`config.mk`:
```
export PLATFORM = sky130hd
export DESIGN_NAME = dot_product_engine
export DESIGN_NICKNAME = d
export VERILOG_FILES = /design/src/rtl/dp_pkg.sv /design/src/rtl/dp_adder_tree.sv /design/src/rtl/dot_product_engine.sv
export SDC_FILE = /design/constraint.sdc
export NUM_CORES = 1
export LEC_CHECK = 0
export CORE_UTILIZATION = 25
export DETAILED_ROUTE_END_ITERATION = 10
export PLACE_DENSITY = 0.51
export SYNTH_ARGS = -nofsm -noshare
export SYNTH_HDL_FRONTEND = slang
export SYNTH_HIERARCHICAL = 1
export SYNTH_SLANG_ARGS = --single-unit
```
`constraint.sdc`:
```
create_clock -name clock -period 9.3 [get_ports clock]
set_input_delay 1.86 -clock clock [delete_from_list [all_inputs] [get_ports clock]]
set_output_delay 1.86 -clock clock [all_outputs]
set_load 0.01 [all_outputs]
```
`src/rtl/dp_pkg.sv`:
```
// dp_pkg: shared FSM state type and default parameters for the dot-product engine.
package dp_pkg;

    typedef enum logic [1:0] {
        IDLE,
        RUN,
        DRAIN,
        DONE
    } dp_state_e;

    localparam int DEF_LANES  = 4;
    localparam int DEF_DATA_W = 8;
    localparam int DEF_ACC_W  = 24;
    localparam int DEF_LEN_W  = 12;
    localparam int DEF_CYC_W  = 16;

endpackage

```
`src/rtl/dp_adder_tree.sv`:
```
// dp_adder_tree: combinational balanced sum of LANES unsigned operands.
module dp_adder_tree #(
    parameter int LANES = 4,
    parameter int IN_W  = 16
) (
    input  logic [LANES*IN_W-1:0]           operands,
    output logic [IN_W+$clog2(LANES)-1:0]   sum
);
    localparam int OUT_W = IN_W + $clog2(LANES);

    // Recursive halving gives a log2(LANES)-deep tree.
    if (LANES == 1) begin : g_leaf
        assign sum = operands;
    end else begin : g_split
        localparam int HALF = LANES / 2;
        logic [OUT_W-2:0] lo_sum, hi_sum;
        dp_adder_tree #(.LANES(HALF), .IN_W(IN_W)) u_lo (
            .operands(operands[HALF*IN_W-1:0]),
            .sum     (lo_sum)
        );
        dp_adder_tree #(.LANES(HALF), .IN_W(IN_W)) u_hi (
            .operands(operands[LANES*IN_W-1:HALF*IN_W]),
            .sum     (hi_sum)
        );
        assign sum = OUT_W'(lo_sum) + OUT_W'(hi_sum);
    end

endmodule

```
`src/rtl/dot_product_engine.sv`:
```
// dot_product_engine: streams LANES-wide operand beats through a 3-stage
// multiply / adder-tree / accumulate pipeline and reports the dot product.
module dot_product_engine
    import dp_pkg::*;
#(
    parameter int LANES  = DEF_LANES,
    parameter int DATA_W = DEF_DATA_W,
    parameter int ACC_W  = DEF_ACC_W,
    parameter int LEN_W  = DEF_LEN_W,
    parameter int CYC_W  = DEF_CYC_W
) (
    input  logic                    clock,
    input  logic                    reset,
    input  logic                    start,
    input  logic [LEN_W-1:0]        vec_len,
    input  logic                    in_valid,
    input  logic [LANES*DATA_W-1:0] a_data,
    input  logic [LANES*DATA_W-1:0] b_data,
    output logic                    in_ready,
    output logic                    busy,
    output logic                    done,
    output logic [ACC_W-1:0]        result,
    output logic                    result_valid,
    output logic                    overflow,
    output logic [CYC_W-1:0]        cycle_count
);
    localparam int PROD_W = 2 * DATA_W;
    localparam int SUM_W  = PROD_W + $clog2(LANES);

    dp_state_e state, state_nx;
    logic [LEN_W-1:0] beats_left;
    logic [LANES*PROD_W-1:0] prod_q;
    logic [SUM_W-1:0] tree_sum, sum_q;
    logic [ACC_W-1:0] acc;
    logic [ACC_W:0] acc_nx;
    logic v1, l1, v2, l2;
    logic accept, xfer, last_xfer, last_add;

    assign accept    = start && state == IDLE;
    assign xfer      = in_valid && in_ready;
    assign last_xfer = xfer && beats_left == LEN_W'(1);
    assign last_add  = v2 && l2;
    assign acc_nx    = {1'b0, acc} + (ACC_W+1)'(sum_q);
    assign result    = acc;

    always_ff @(posedge clock or posedge reset) begin
        if (reset) state <= IDLE;
        else       state <= state_nx;
    end

    always_comb begin
        state_nx = state;
        case (state)
            IDLE:    if (start) state_nx = (vec_len == '0) ? DONE : RUN;
            RUN:     if (last_xfer) state_nx = DRAIN;
            DRAIN:   if (last_add) state_nx = DONE;
            default: state_nx = IDLE;
        endcase
    end

    always_comb begin
        in_ready = state == RUN && beats_left != '0;
        busy     = state == RUN || state == DRAIN;
        done     = state == DONE;
    end

    dp_adder_tree #(.LANES(LANES), .IN_W(PROD_W)) u_tree (
        .operands(prod_q),
        .sum     (tree_sum)
    );

    // Each stage carries a valid bit and a last-beat marker alongside its data.
    always_ff @(posedge clock or posedge reset) begin
        if (reset) begin
            v1     <= 1'b0;
            l1     <= 1'b0;
            v2     <= 1'b0;
            l2     <= 1'b0;
            prod_q <= '0;
            sum_q  <= '0;
        end else begin
            v1 <= xfer;
            l1 <= last_xfer;
            v2 <= v1;
            l2 <= l1;
            if (xfer)
                for (int i = 0; i < LANES; i++)
                    prod_q[i*PROD_W +: PROD_W] <= PROD_W'(a_data[i*DATA_W +: DATA_W])
                                                * PROD_W'(b_data[i*DATA_W +: DATA_W]);
            if (v1) sum_q <= tree_sum;
        end
    end

    always_ff @(posedge clock or posedge reset) begin
        if (reset) begin
            beats_left   <= '0;
            acc          <= '0;
            overflow     <= 1'b0;
            result_valid <= 1'b0;
            cycle_count  <= '0;
        end else if (accept) begin
            beats_left   <= vec_len;
            acc          <= '0;
            overflow     <= 1'b0;
            result_valid <= vec_len == '0;
            cycle_count  <= '0;
        end else begin
            if (xfer) beats_left <= beats_left - LEN_W'(1);
            if (v2) begin
                acc      <= acc_nx[ACC_W-1:0];
                overflow <= overflow | acc_nx[ACC_W];
            end
            if (busy && cycle_count != '1) cycle_count <= cycle_count + CYC_W'(1);
            if (last_add) result_valid <= 1'b1;
        end
    end

endmodule

```
### Word-level counts from Yosys, hierarchy flattened

Index checks and enable logic that the tools add are counted.

| word-level totals | value |
|---|---|
| register bits | 142 |
| input bits | 80 |
| output and inout bits | 45 |

| operators by class | value |
|---|---|
| $add $sub $neg | 6 |
| $mul | 4 |
| eq/ne operators | 8 |
| multiplexer cells | 15 |
| bitwise gates (word level) | 1 |
| reductions and logical operators | 15 |

Operators by type and width:

| kind | number |
|---|---|
| $mul A8 B8 Y16 | 4 |
| $mux W24 | 2 |
| $add A16 B16 Y17 | 2 |
| $mux W16 | 2 |
| $add A24 B18 Y25 | 1 |
| $mux W12 | 2 |
| $add A17 B17 Y18 | 1 |
| $add A16 B1 Y16 const B | 1 |
| $ne A16 B16 Y1 const B | 1 |
| $eq A12 B1 Y1 const B | 1 |
| $logic_not A12 Y1 | 1 |
| $reduce_bool A12 Y1 | 1 |
| $sub A12 B1 Y12 const B | 1 |
| $mux W2 | 4 |
| $reduce_bool A2 Y1 | 4 |
| $logic_and A1 B1 Y1 | 6 |
| $ne A2 B2 Y1 const B | 3 |
| $pmux W2 S3 | 1 |
| $eq A2 B2 Y1 const B | 2 |
| $mux W1 | 4 |
| $reduce_and A3 Y1 | 1 |
| $eq A2 B1 Y1 const B | 1 |
| $logic_not A2 Y1 | 1 |
| $logic_or A1 B1 Y1 | 1 |
| $or A1 B1 Y1 | 1 |

### Depth between registers and ports, before layout

Gate-level depths: netlist of run 1.

| logic depth | value |
|---|---|
| depth after elaboration | 6 |
| depth in mapped cells | 17 |
| mapped depth without buffers | 17 |

### Cells and area by module

The synthesis of run 1 kept the hierarchy.

Modules (own cells, without submodules):

| module | times used | cells an instance | area each (µm²) |
|---|---|---|---|
| dot_product_engine | 1 | 1640 | 14954.3 |
| dp_adder_tree at u_tree.g_split.u_hi ... | 2 | 103 | 760.7 |
| dp_adder_tree at u_tree | 1 | 105 | 814.5 |
| dp_adder_tree at u_tree.g_split.u_hi.g_split.u_hi ... | 4 | 16 | 120.1 |

### Least setup slack after synthesis of run 1

OpenSTA, ideal clock, no wires.

| timing path | value |
|---|---|
| path type | in2reg |
| from | in a_data[17] |
| to | reg prod_q[46] |
| setup time | 133 ps |
| arrival time | 5463 ps |
| required time | 9167 ps |
| setup slack | 3703 ps |
| stages on the path | 15 |
| buffers on the path | 0 |
| cells stage by stage | and2_1 -> fa_1 -> fa_1 -> fa_1 -> inv_1 -> fa_1 -> inv_1 -> ha_1 -> nor2_1 -> or2_2 -> nor2_1 -> a21oi_1 -> o31ai_1 -> xnor2_1 -> o21ai_0 |

| between the ends | value |
|---|---|
| cells in the longest elaborated chain, start to end | 1 |

Ends and longest elaborated chain:

| what | line | text |
|---|---|---|
| from (decl) | dot_product_engine.sv:17 | `input logic [LANES*DATA_W-1:0] a_data,` |
| $mul A8 B8 Y16 | dot_product_engine.sv:89 | `* PROD_W'(b_data[i*DATA_W +: DATA_W]);` |
| to (signal, indexed assignment) | dot_product_engine.sv:88 | `prod_q[i*PROD_W +: PROD_W] <= PROD_W'(a_data[i*DATA_W +: DATA_W])` |
| to (decl) | dot_product_engine.sv:32 | `logic [LANES*PROD_W-1:0] prod_q;` |

No other way between the ends.
A chain may end at the register's enable or synchronous reset.

### Final worst setup path of run 1

| timing path | value |
|---|---|
| from | in a_data[17] |
| to | reg prod_q[47] |

Same word-level chain as after synthesis.

==> flow_summary.toml, run 1 <==
[status]
status = "completed"

[place]
gp_congestion = 0.824
post-place-ws_ps = 2770
placed_area_sq_um = 19500
dp_hpwl_um = 33900
placed_cells = 2979
numPortBuffers = 124

[finish]
nets = 2504
num_antenna_cells = 0
layout_commonest_cell = "nand2_1"
mostFrequentLayoutCells = "nand2_1 (229), inv_1 (220), ha_1 (218)"
area_growth_pct = 13.1
final_area_sq_um = 20100
post-route-util = 0.287
fillCellCount = 7492
drive_above_1_share = 0.0416
final_cells = 3009

[sta]
setup_ws_ps = 3230
max_freq_ghz = 0.165
holdWs_ps = 360
tightest_slew_ps = 839
final_hold_viol_count = 0
final.min_clock_period_ps = 6070
final.setup.tns_ps = 0
drv_slew = 0
finClkSkew_ps = 10.7
setup_viol = 0
slew_headroom = 0.441
timing.final.crit_share = 0.653
grt_setup_unrepaired = "no"

[pwr]
p_leak_nw = 9.48
p_per_area_nw_per_um2 = 325
finalPower_mw = 6.52
ir_drop_uv = 258

[clock_network]
post_cts_buffers = 0
cts_tree = "yes"
clk_latency_ps = 440
clock_sinks = 142
clock_path_buffers = 2
root_buffer = "clkbuf_16"
ctsHoldBuffers = 0
htreeDepth = 4
path_clk_slew_ps = 60
ctsResizeCount = 0
cts_buffers = 17

[die]
rows = 97
pin_count = 125
die_x_um = 269
core_region_area_sq_um = 70100
die_height_um = 269
start_util = 0.253
die_area_sq_um = 72200

[synthesis]
synthFlopType = "dfrtp_1"
synth-seq-area-share = 0.200
syn_nets = 2461
synth_edf_count = 0
avgSynthCellArea_sq_um = 8.82
synth_warnings = 6
synthDistinctLibCells = 72
syn-instance-count = 2015
synth_top_cell_by_area = "dfrtp_1"
synthTopCellsByArea = "dfrtp_1 (20%), fa_1 (17%), ha_1 (15%)"
synth_top_area_frac = 0.200
netlist_area_sq_um = 17800
synth_seq_cells = 142
synth-async-reset-ratio = 1.00

[global_routing]
grt_overflow_total = 0
met2_usage = 0.200
track_usage = 0.120
use_met3 = 0.0139
first_global_vias = 13900
grt_pass1_wl_um = 70500
grt_max_degree = 90
use_met1 = 0.162
grt-busiest-layer = "met2"
antenna_found_initial = 0

[worst_hold_path]
worst_hold_path.endpoint = "l2"
hold_depth = 0
min_path_type = "reg2reg"
hp-start = "l1"

[drt]
vias_per_cell = 4.49
drc_errors = 0
firstDrtPassIters = 4
drt_iter0_drc = 513
route.vias.total = 13500
drt_wl_total_um = 41300
avgRoutedWirePerCell_um = 13.7
ant_nets = 0

[setup_path]
ff2ff_path_depth = 13
crit_path_max_fanout = 8
criticalPathCategory = "in2reg"
reg2reg_from = "prod_q[32]"
crit_path_start_kind = "primary input"
cp.arrival_ps = 6360
reg2reg_to = "sum_q[16]"
reg2reg_slack_ps = 5250
required_ps = 9590
cp-end-kind = "flip-flop"

[job]
maxCapViolCount = 0
==> registers in the layout (all words and copies together) (netlist names) <==
register and count:
beats_left 12, l2 1, result_valid 1, state 2, cycle_count 16, sum_q 18, prod_q 64, l1 1
result 24, overflow 1, v1 1, v2 1
==> per-layer routing <==
layer  routed length (um)  share of wire
met5                    0              0
met4                  647          0.016
met3                 1110          0.027
met2                19700           0.48
met1                19900           0.48
==> worst max-delay path by stage <==
stage,startpoint,endpoint,slack (ps),cells past startpoint
after global routing,a_data[17],prod_q[47],3060,15
after floorplan,reset,beats_left[0],3630,1
final,a_data[17],prod_q[47],3230,15
after global placement,a_data[17],prod_q[47],2810,15
after detailed placement,a_data[17],prod_q[47],2770,15
after CTS,a_data[17],prod_q[47],3250,15
==> cells by family (layout without fill, tap and decap cells) <==
group | count (synthesis) | count (layout) | synth area share
flops | 142 | 142 | 0.200
simple gates | 666 | 666 | 0.188
buf+inv | 326 | 380 | 0.0853
xor+xnor | 118 | 118 | 0.0582
compound gates | 364 | 364 | 0.128
fa+ha+maj | 366 | 366 | 0.320
mux | 33 | 33 | 0.0198
==> Yosys cell counts, types with 23 or more instances <==
cell type,count
nand2_1,229
inv_1,221
ha_1,218
and2_1,204
fa_1,148
dfrtp_1,142
a21oi_1,109
o21ai_0,101
nor2_1,95
buf_4,70
xor2_1,62
xnor2_1,56
nand3_1,35
a21o_1,29
nor3_1,26
o31ai_1,24
clkbuf_1,23
==> worst max-delay path, stage by stage <==
cell	delay, ps
clkdlybuf4s50_1	580
and2_1	270
fa_1	460
fa_1	540
inv_1	40
fa_1	470
fa_1	540
inv_1	40
ha_1	320
o21a_1	130
o21a_1	200
o21ai_0	390
o21ai_0	190
xnor2_1	220
o21ai_0	90
==> report_power, final <==
part           total, mW  switching (mW)  internal (mW)
logic               4.78            2.75           2.03
clock network      0.659           0.273          0.385
registers           1.08           0.220          0.861
total               6.52            3.24           3.28
==> final cells by class <==
cell class	instances	area, sq um	area share
multi-input combinational	1547	12700	0.632
clock inverter	9	86.3	0.00430
timing repair buffer	128	1270	0.0632
inverter	222	838	0.0417
sequential	142	3550	0.177
tap	940	1180	0.0585
clock buffer	21	470	0.0234
Power figures use the tool's default switching activity.
==> run 2, diff against run 1 <==
- clock period: 9.3 -> 5.7 ns (I/O delays scaled with it)
==> flow_summary.toml, run 2 (same netlist as run 1, synthesis figures left out) <==
[clock_network]
post_cts_buffers = 0
cts_buffers = 17
clock_sinks = 142
htreeDepth = 4
root_buffer = "clkbuf_16"
cts_tree = "yes"
ctsHoldBuffers = 0
clock_path_buffers = 2
clk_latency_ps = 450
ctsResizeCount = 0
path_clk_slew_ps = 70

[sta]
drv_slew = 0
holdWs_ps = 354
timing.final.crit_share = 0.922
final.setup.tns_ps = 0
finClkSkew_ps = 12.8
setup_viol = 0
final_hold_viol_count = 0
max_freq_ghz = 0.190
final.min_clock_period_ps = 5250
tightest_slew_ps = 942
grt_setup_unrepaired = "no"
slew_headroom = 0.372

[die]
die_height_um = 269
pin_count = 125
start_util = 0.253
die_area_sq_um = 72200
core_region_area_sq_um = 70100
die_x_um = 269
rows = 97

[finish]
largest_register_ffs = 64
num_antenna_cells = 0
mostFrequentLayoutCells = "nand2_1 (229), inv_1 (220), ha_1 (218)"
nets = 2542
drive_above_1_share = 0.0593
area_growth_pct = 15.2
regArea_sq_um = 3550
fillCellCount = 7461
layout_commonest_cell = "nand2_1"
largest-register = "prod_q"
multi_input_area_sq_um = 12700

[pwr]
p_per_area_nw_per_um2 = 533
p_leak_nw = 9.71
ir_drop_uv = 436

[global_routing]
antenna_found_initial = 0
first_global_vias = 13900
grt_overflow_total = 0
grt_pass1_wl_um = 70100
track_usage = 0.120
grt_max_degree = 106

[drt]
drt_iter0_drc = 572
route.vias.total = 13600
vias_per_cell = 4.46
drt_wl_total_um = 41800
drc_errors = 0
ant_nets = 0
avgRoutedWirePerCell_um = 13.7
firstDrtPassIters = 8

[setup_path]
reg2reg_slack_ps = 1680
ff2ff_path_depth = 13
cp.arrival_ps = 5540
required_ps = 5980
cp-end-kind = "flip-flop"
crit_path_start_kind = "primary input"
criticalPathCategory = "in2reg"
crit_path_max_fanout = 8

[place]
gp_congestion = 0.829
dp_hpwl_um = 34300
numPortBuffers = 124

[status]
status = "completed"

[worst_hold_path]
min_path_type = "reg2reg"
hold_depth = 0

[job]
maxCapViolCount = 0
run 2: changes by cell type in the layout (fill, tap and decap cells not counted), sizes merged:
cell,previous run,this run
buf,4,42
clkinv,2,6
clkinvlp,5,1
bufinv,1,4
clkbuf,21,20
run 2: where the power goes:
group	internal (mW)	switching, mW	leakage, nW
Clock	0.747	0.468	0.305
Combinational	3.39	4.54	7.59
Sequential	1.40	0.362	1.82
run 2: path summary, 6_finish.rpt:
kind / from / to
hold reg to reg: l1 / l2
setup / recovery: b_data[28] / prod_q[63]
setup reg to reg: prod_q[32] / sum_q[16]
min in group asynchronous: reset / cycle_count[14]
max in group asynchronous: reset / prod_q[16]
hold / removal: l1 / l2
run 2: final cells by class:
cell class	count	share of cell area
Inverter	222	0.0409
Clock buffer	20	0.0218
Timing Repair Buffer	166	0.0766
Sequential cell	142	0.174
Tap cell	940	0.0575
Clock inverter	12	0.00905
Multi-Input combinational cell	1547	0.621
run 2: metal layers:
| metal | GRT usage | wire length (um) | vias up |
|---|---|---|---|
| li1 | - | - | 6817 |
| met5 | 0 | 0 | - |
| met2 | 0.202 | 20100 | 163 |
| met3 | 0.0165 | 1030 | 25 |
| met1 | 0.162 | 20300 | 6591 |
| met4 | 0.0252 | 359 | 0 |
run 2: per-stage QoR:
step                instances  utilization  total power, mW  setup WS [ps]  cell area, sq um
finish                   3049        0.292             10.9            446             20500
global route             3049        0.292             12.1            181             20500
CTS                      3049        0.292             11.0            431             20500
detailed placement       3017        0.283             9.71          -50.2             19800
global placement         3017        0.283             9.61           3.74             19800
floorplan                2015            -             7.94            750             17800
run 2: worst max-delay path, cell delays in order:
cell             delay (ps)
clkdlybuf4s50_1         560
and2_1                  250
fa_1                    470
fa_1                    540
inv_1                    40
fa_1                    460
fa_1                    540
inv_1                    40
ha_1                    320
o21a_1                  130
o21a_1                  200
o21ai_0                 210
buf_4                   160
o21ai_0                 110
xnor2_1                 240
o21ai_0                 110
